===== src/rtl/mpf_to_buffer_sm.sv =====
// Streams a contiguous run of cache lines from MPF into a downstream buffer,
// throttling read requests so the buffer can never be overrun.

package mpf_to_buffer_sm_pkg;

  localparam int CCI_CLADDR_WIDTH = 42;
  localparam int CCI_CLDATA_WIDTH = 512;
  localparam int CCI_MDATA_WIDTH  = 16;

  typedef logic [CCI_CLADDR_WIDTH-1:0] t_cci_clAddr;
  typedef logic [CCI_CLDATA_WIDTH-1:0] t_cci_clData;

  localparam logic [3:0] eREQ_RDLINE_I = 4'h0;
  localparam logic [3:0] eREQ_RDLINE_S = 4'h1;
  localparam logic [3:0] eRSP_RDLINE   = 4'h0;
  localparam logic [3:0] eRSP_UMSG     = 4'h4;

  typedef struct packed {
    logic [1:0]                 vc_sel;
    logic [1:0]                 rsvd1;
    logic [1:0]                 cl_len;
    logic [3:0]                 req_type;
    logic [5:0]                 rsvd0;
    t_cci_clAddr                address;
    logic [CCI_MDATA_WIDTH-1:0] mdata;
  } t_cci_c0_ReqMemHdr;

  typedef struct packed {
    logic rsvd;
    logic checkLoadStoreOrder;
    logic mapVAtoPhysChannel;
    logic addrIsVirtual;
  } t_cci_mpf_ReqMemHdrExt;

  typedef struct packed {
    t_cci_mpf_ReqMemHdrExt ext;
    t_cci_c0_ReqMemHdr     base;
  } t_cci_mpf_c0_ReqMemHdr;

  localparam int CCI_MPF_C0TX_MEMHDR_WIDTH = $bits(t_cci_mpf_c0_ReqMemHdr);

  typedef struct packed {
    logic [1:0]                 vc_used;
    logic                       rsvd1;
    logic                       hit_miss;
    logic [1:0]                 rsvd0;
    logic [1:0]                 cl_num;
    logic [3:0]                 resp_type;
    logic [CCI_MDATA_WIDTH-1:0] mdata;
  } t_ccip_c0_RspMemHdr;

  typedef struct packed {
    t_ccip_c0_RspMemHdr hdr;
    t_cci_clData        data;
    logic               rspValid;
    logic               mmioRdValid;
    logic               mmioWrValid;
  } t_if_ccip_c0_Rx;

endpackage

module mpf_to_buffer_sm
  import mpf_to_buffer_sm_pkg::*;
#(
  parameter int BUFFER_DEPTH    = 512,
  parameter int MAX_OUTSTANDING = 64,
  parameter int CNT_W           = 10
) (
  input  logic                                 clk,
  input  logic                                 reset,
  input  logic                                 run,
  input  logic [63:0]                          data_length,
  output logic                                 done,
  input  t_cci_clAddr                          first_clAddr,
  input  logic                                 c0TxAlmFull,
  output logic                                 c0TxValid,
  output logic [CCI_MPF_C0TX_MEMHDR_WIDTH-1:0] reqMemHdr,
  input  t_if_ccip_c0_Rx                       c0Rx,
  output logic                                 buffer_wr_enable,
  output logic [CCI_CLDATA_WIDTH-1:0]          buffer_wr_data,
  input  logic [CNT_W-1:0]                     buffer_count
);

  localparam int SUM_W = CNT_W + 1;

  localparam logic [1:0] IDLE = 2'd0;
  localparam logic [1:0] REQ  = 2'd1;
  localparam logic [1:0] WAIT = 2'd2;

  localparam logic [31:0]      MAX_OUT_U = 32'(MAX_OUTSTANDING);
  localparam logic [SUM_W-1:0] DEPTH_U   = SUM_W'(BUFFER_DEPTH);

  logic [1:0]       state;
  t_cci_clAddr      next_clAddr;
  logic [63:0]      req_cnt;
  logic [63:0]      rsp_cnt;
  logic [CNT_W-1:0] outstanding;

  logic             start;
  logic             issue;
  logic             rd_rsp;
  logic             last_issue;
  logic             last_rsp;
  logic             below_max;
  logic             has_room;
  logic [SUM_W-1:0] occupancy_next;

  // Read header with MPF defaults: virtual address, VA->PA channel mapping on.
  function automatic t_cci_mpf_c0_ReqMemHdr rd_hdr(input t_cci_clAddr addr);
    t_cci_mpf_c0_ReqMemHdr h;
    h                        = '0;
    h.ext.addrIsVirtual      = 1'b1;
    h.ext.mapVAtoPhysChannel = 1'b1;
    h.base.req_type          = eREQ_RDLINE_I;
    h.base.address           = addr;
    return h;
  endfunction

  // One extra bit of headroom keeps the occupancy sum from wrapping.
  assign occupancy_next = {1'b0, outstanding} + {1'b0, buffer_count} + SUM_W'(1);
  assign below_max      = 32'(outstanding) < MAX_OUT_U;
  assign has_room       = occupancy_next <= DEPTH_U;

  assign start      = (state == IDLE) && run && (data_length != 64'd0);
  assign issue      = (state == REQ) && !c0TxAlmFull && below_max && has_room;
  assign rd_rsp     = (state != IDLE) && c0Rx.rspValid && (c0Rx.hdr.resp_type == eRSP_RDLINE);
  assign last_issue = issue && ((req_cnt + 64'd1) == data_length);
  assign last_rsp   = rd_rsp && ((rsp_cnt + 64'd1) == data_length);

  assign done = (state == IDLE);

  always_ff @(posedge clk or posedge reset) begin
    if (reset) begin
      state <= IDLE;
    end else begin
      case (state)
        IDLE:    if (start) state <= REQ;
        REQ:     if (last_issue) state <= WAIT;
        WAIT:    if (last_rsp) state <= IDLE;
        default: state <= IDLE;
      endcase
    end
  end

  always_ff @(posedge clk or posedge reset) begin
    if (reset) begin
      next_clAddr <= '0;
      req_cnt     <= '0;
      rsp_cnt     <= '0;
    end else if (start) begin
      next_clAddr <= first_clAddr;
      req_cnt     <= '0;
      rsp_cnt     <= '0;
    end else begin
      if (issue) begin
        next_clAddr <= next_clAddr + 1'b1;
        req_cnt     <= req_cnt + 64'd1;
      end
      if (rd_rsp) rsp_cnt <= rsp_cnt + 64'd1;
    end
  end

  // An issue and a response in the same cycle cancel out.
  always_ff @(posedge clk or posedge reset) begin
    if (reset) begin
      outstanding <= '0;
    end else if (start) begin
      outstanding <= '0;
    end else begin
      case ({issue, rd_rsp})
        2'b10:   outstanding <= outstanding + 1'b1;
        2'b01:   outstanding <= outstanding - 1'b1;
        default: outstanding <= outstanding;
      endcase
    end
  end

  always_ff @(posedge clk or posedge reset) begin
    if (reset) begin
      c0TxValid        <= 1'b0;
      reqMemHdr        <= '0;
      buffer_wr_enable <= 1'b0;
      buffer_wr_data   <= '0;
    end else begin
      c0TxValid        <= issue;
      buffer_wr_enable <= rd_rsp;
      if (issue)  reqMemHdr      <= rd_hdr(next_clAddr);
      if (rd_rsp) buffer_wr_data <= c0Rx.data;
    end
  end

  logic unused_rx_fields;
  assign unused_rx_fields = ^{c0Rx.mmioRdValid, c0Rx.mmioWrValid, c0Rx.hdr.vc_used,
                              c0Rx.hdr.rsvd1, c0Rx.hdr.hit_miss, c0Rx.hdr.rsvd0,
                              c0Rx.hdr.cl_num, c0Rx.hdr.mdata};

endmodule


===== config.mk =====
export PLATFORM = sky130hd
export DESIGN_NAME = mpf_to_buffer_sm
export DESIGN_NICKNAME = d
export VERILOG_FILES = /design/src/rtl/mpf_to_buffer_sm.sv
export SDC_FILE = /design/constraint.sdc
export NUM_CORES = 2
export LEC_CHECK = 0
export ABC_AREA = 1
export BUFFER_PORTS_ARGS = -buffer_cell sky130_fd_sc_hd__buf_2
export CAP_MARGIN = 0
export CORE_AREA = 2 2 495 497
export CTS_CLUSTER_SIZE = 8
export DETAILED_ROUTE_END_ITERATION = 8
export DIE_AREA = 0 0 497 499
export HOLD_SLACK_MARGIN = 0.15
export SLEW_MARGIN = 20
export SYNTH_ARGS = -nofsm -noshare
export SYNTH_HDL_FRONTEND = slang
export SYNTH_SLANG_ARGS = --single-unit

===== constraint.sdc =====
create_clock -name clk -period 78.6 [get_ports clk]
set_input_delay 15.72 -clock clk [delete_from_list [all_inputs] [get_ports clk]]
set_output_delay 15.72 -clock clk [all_outputs]
set_load 0.03 [all_outputs]

==> flow_metrics.py <==
metrics = {
    "status": {
        "status": "completed",
    },
    "die": {
        "io_pins": 1256,
        "chipWidth_um": 497,
        "rows": 181,
        "die_y_um": 499,
        "core_region_area_um2": 243000,
        "start_util_pct": 15.2,
        "dieArea_um2": 248000,
    },
    "yosys": {
        "synthFlopType": "dfrtp_1",
        "synth_cell_types": 49,
        "synth-edff-count": 0,
        "synth.top_cell.area_share_pct": 50.0,
        "ys_top_cells_by_area": "dfrtp_1 50%, nand2_1 25%, inv_1 3.6%, nor2_1 3.5%, nand3_1 3.1%",
        "ys_ff_latch": 739,
        "synth-seq-area-share_pct": 50.0,
        "yosysWarnings": 0,
        "yosysTopAreaCell": "dfrtp_1",
        "syn_area_per_cell_um2": 7.44,
        "async_flop_share_pct": 100,
        "syn_inst": 4966,
        "syn_area_um2": 37000,
    },
    "setup_path": {
        "required_ns": 79.31,
        "cp-start-kind": "input pin",
        "cp_slowest_cell": "buf_4",
        "cpMostUsedCell": "buf_4",
        "crit_type": "input pin to flop",
        "worstSetupEndpointType": "flop",
        "critical_path.max_fanout": 95,
        "crit_path_max_incr_delay_ns": 0.88,
        "path_cells": "buf_2, nor4_2, nand2_4, inv_8, buf_4, buf_4, buf_4, buf_4, nand2_1, nand2_1",
        "crit_arrival_ns": 21.27,
    },
    "final_layout": {
        "layout-drive-gt1-share_pct": 23.0,
        "syn_to_final_growth_pct": 34.1,
        "instances_no_fill": 9375,
        "fillers": 27600,
        "nets": 6815,
    },
    "detailed_routing": {
        "drt-total-wl_um": 207000,
        "final_antenna_net_count": 0,
        "firstDrtPassIters": 6,
        "wl_per_cell_um": 22.0,
        "via_per_inst": 4.05,
        "vias": 37900,
        "drt-initial-drc-count": 3387,
        "drc": 0,
    },
    "pwr": {
        "p_per_area_nw_per_um2": 30.5,
        "p_leak_uw": 0.0258,
        "power_uw": 1510,
        "vdd_drop_max_mv": 0.0172,
    },
    "global_route": {
        "grt_pass1_vias": 36600,
        "grt_overflow": 0,
        "grt_use_total_pct": 16.1,
        "grt_max_degree": 123,
        "grt_pass1_wl_um": 286000,
        "antenna_found_initial": 65,
    },
    "clock_network": {
        "clock-root-buffer": "clkbuf_16",
        "cts_tree": "yes",
        "clkSlewWorstSetupHoldPaths_ns": 0.05,
        "numCtsBuffers": 107,
        "clock_latency_ns": 0.76,
        "cts_hold_buf": 0,
        "clockBufferDepth": 3,
        "cts_resized": 0,
        "htree_levels": 3,
        "clock-sinks": 739,
        "post_cts_buffers": 0,
    },
    "placement": {
        "dp.cells": 9223,
        "io_buffer_count": 1195,
        "gp_congestion": 0.974,
        "dp_hpwl_um": 167000,
    },
    "job": {
        "cap_violations": 0,
    },
    "sta": {
        "period_share_pct": 26.2,
        "clock.fmax_mhz": 48.6,
        "final-max-slew-violation-count": 0,
        "rsz0062_at_grt": "no",
        "setup_viol": 0,
        "tightest_slew_ns": 1.08,
        "period_needed_ns": 20.56,
        "slew_headroom_pct": 28.3,
        "clock_skew_ns": 0.0502,
        "tns_ns": 0,
        "fin_hold_ws_ns": 0.470,
        "hold_violations": 0,
    },
    "worst_hold_path": {
        "hold_path_class": "flop to flop",
    },
}
==> routing by layer <==
metal / routed length, um / track usage [%] / vias up / part of all wire (%)
met4: 6540 / 5.04 / 12 / 3.2
met5: 70 / 0 / - / 0.034
met2: 96200 / 26.4 / 1645 / 47
met3: 21100 / 6.04 / 340 / 10
met1: 82800 / 19.4 / 18200 / 40
li1: - / - / 17700 / -
==> cells in the final DEF (no fill, tap or decap), types with 81 or more instances in the layout <==
master / n
buf_2: 1195
clkbuf_16: 107
dfrtp_1: 739
inv_1: 349
nand2_1: 2506
nand3_1: 226
nor2_1: 348
o21ai_0: 112
o22ai_1: 81
xor2_1: 82
==> cell type report <==
class                           instances  area (um^2)  share of cell area [%]
Sequential cell                       739        18500                    37.3
Multi-Input combinational cell       3701        16300                    33.0
Antenna cell                           16         40.0                  0.0808
Inverter                              356         1350                    2.73
Clock inverter                         10          259                   0.523
Timing Repair Buffer                 1225         6230                    12.6
Tap cell                             3202         4010                    8.09
Clock buffer                          126         2830                    5.71
==> cell families (layout without fill, tap and decap cells) <==
| group | count (synthesis) | after routing | synth area share (%) |
|---|---|---|---|
| AOI/OAI and AO/OA | 279 | 279 | 4.48 |
| DFF | 739 | 739 | 50.0 |
| buffers and inverters | 559 | 1717 | 6.16 |
| and+or+nand+nor | 3255 | 3255 | 35.3 |
| other | 1 | 50 | 0.0101 |
| xor gates and xnor gates | 111 | 111 | 3.29 |
| adders and majority gates | 22 | 22 | 0.765 |
==> flip-flops by register name (all words and copies together), names as in the netlist <==
name              cells
reqMemHdr            43
next_clAddr          42
c0TxValid             1
buffer_wr_enable      1
buffer_wr_data      512
outstanding          10
rsp_cnt              64
req_cnt              64
state                 2
==> synth_stat cells, drive strengths merged, types with 2 or more instances <==
| cell type | instances |
|---|---|
| o311ai | 5 |
| nand3b | 14 |
| xnor2 | 11 |
| nand4 | 51 |
| clkbuf | 132 |
| o21ai | 123 |
| nor4 | 22 |
| or2 | 3 |
| nand3 | 230 |
| o221ai | 12 |
| nand2 | 2520 |
| buf | 71 |
| inv | 355 |
| nor3 | 30 |
| a22oi | 6 |
| ha | 21 |
| nor2 | 380 |
| and2 | 4 |
| a31oi | 3 |
| o211ai | 19 |
| a21oi | 22 |
| o22ai | 81 |
| o21bai | 2 |
| xnor3 | 16 |
| xor2 | 83 |
| dfrtp | 739 |
| o31ai | 3 |
==> per-stage QoR <==
| stage | util, % | setup WS [ns] | instance area, um^2 |
|---|---|---|---|
| 6_report | 20.4 | 58.04 | 49600 |
| 5_1_grt | 20.4 | 57.64 | 49500 |
| 4_1_cts | 20.4 | 58.04 | 49500 |
| 3_5_place_dp | 19.1 | 57.18 | 46400 |
| 3_3_place_gp | 19.1 | 57.14 | 46400 |
| 2_1_floorplan | - | 42.14 | 37100 |
==> power by group <==
group	total, uW	internal, uW	switching, uW
logic	515	137	377
clock network	449	260	189
registers	550	477	72.7
total	1510	874	639
==> final timing paths <==
| check | endpoint | slack [ns] | cells after the start | from |
|---|---|---|---|---|
| max | buffer_wr_data[306] | 58.04 | 10 | c0Rx[532] |
| min | buffer_wr_data[356] | 0.47 | 2 | buffer_wr_data[356] |
| max reg2reg | buffer_wr_data[306] | 73.43 | 11 | state[0] |
| min reg2reg | buffer_wr_data[356] | 0.47 | 2 | buffer_wr_data[356] |
| max in group asynchronous | buffer_wr_data[202] | 59.21 | 7 | reset |
| min in group asynchronous | buffer_wr_data[260] | 15.04 | 2 | reset |
==> critical path: cells and delay by family <==
family,cells,cell delay (ns)
buffers and inverters,6,3.52
and+or+nand+nor,4,1.73
No activity file was read; power rests on OpenSTA's default activity.
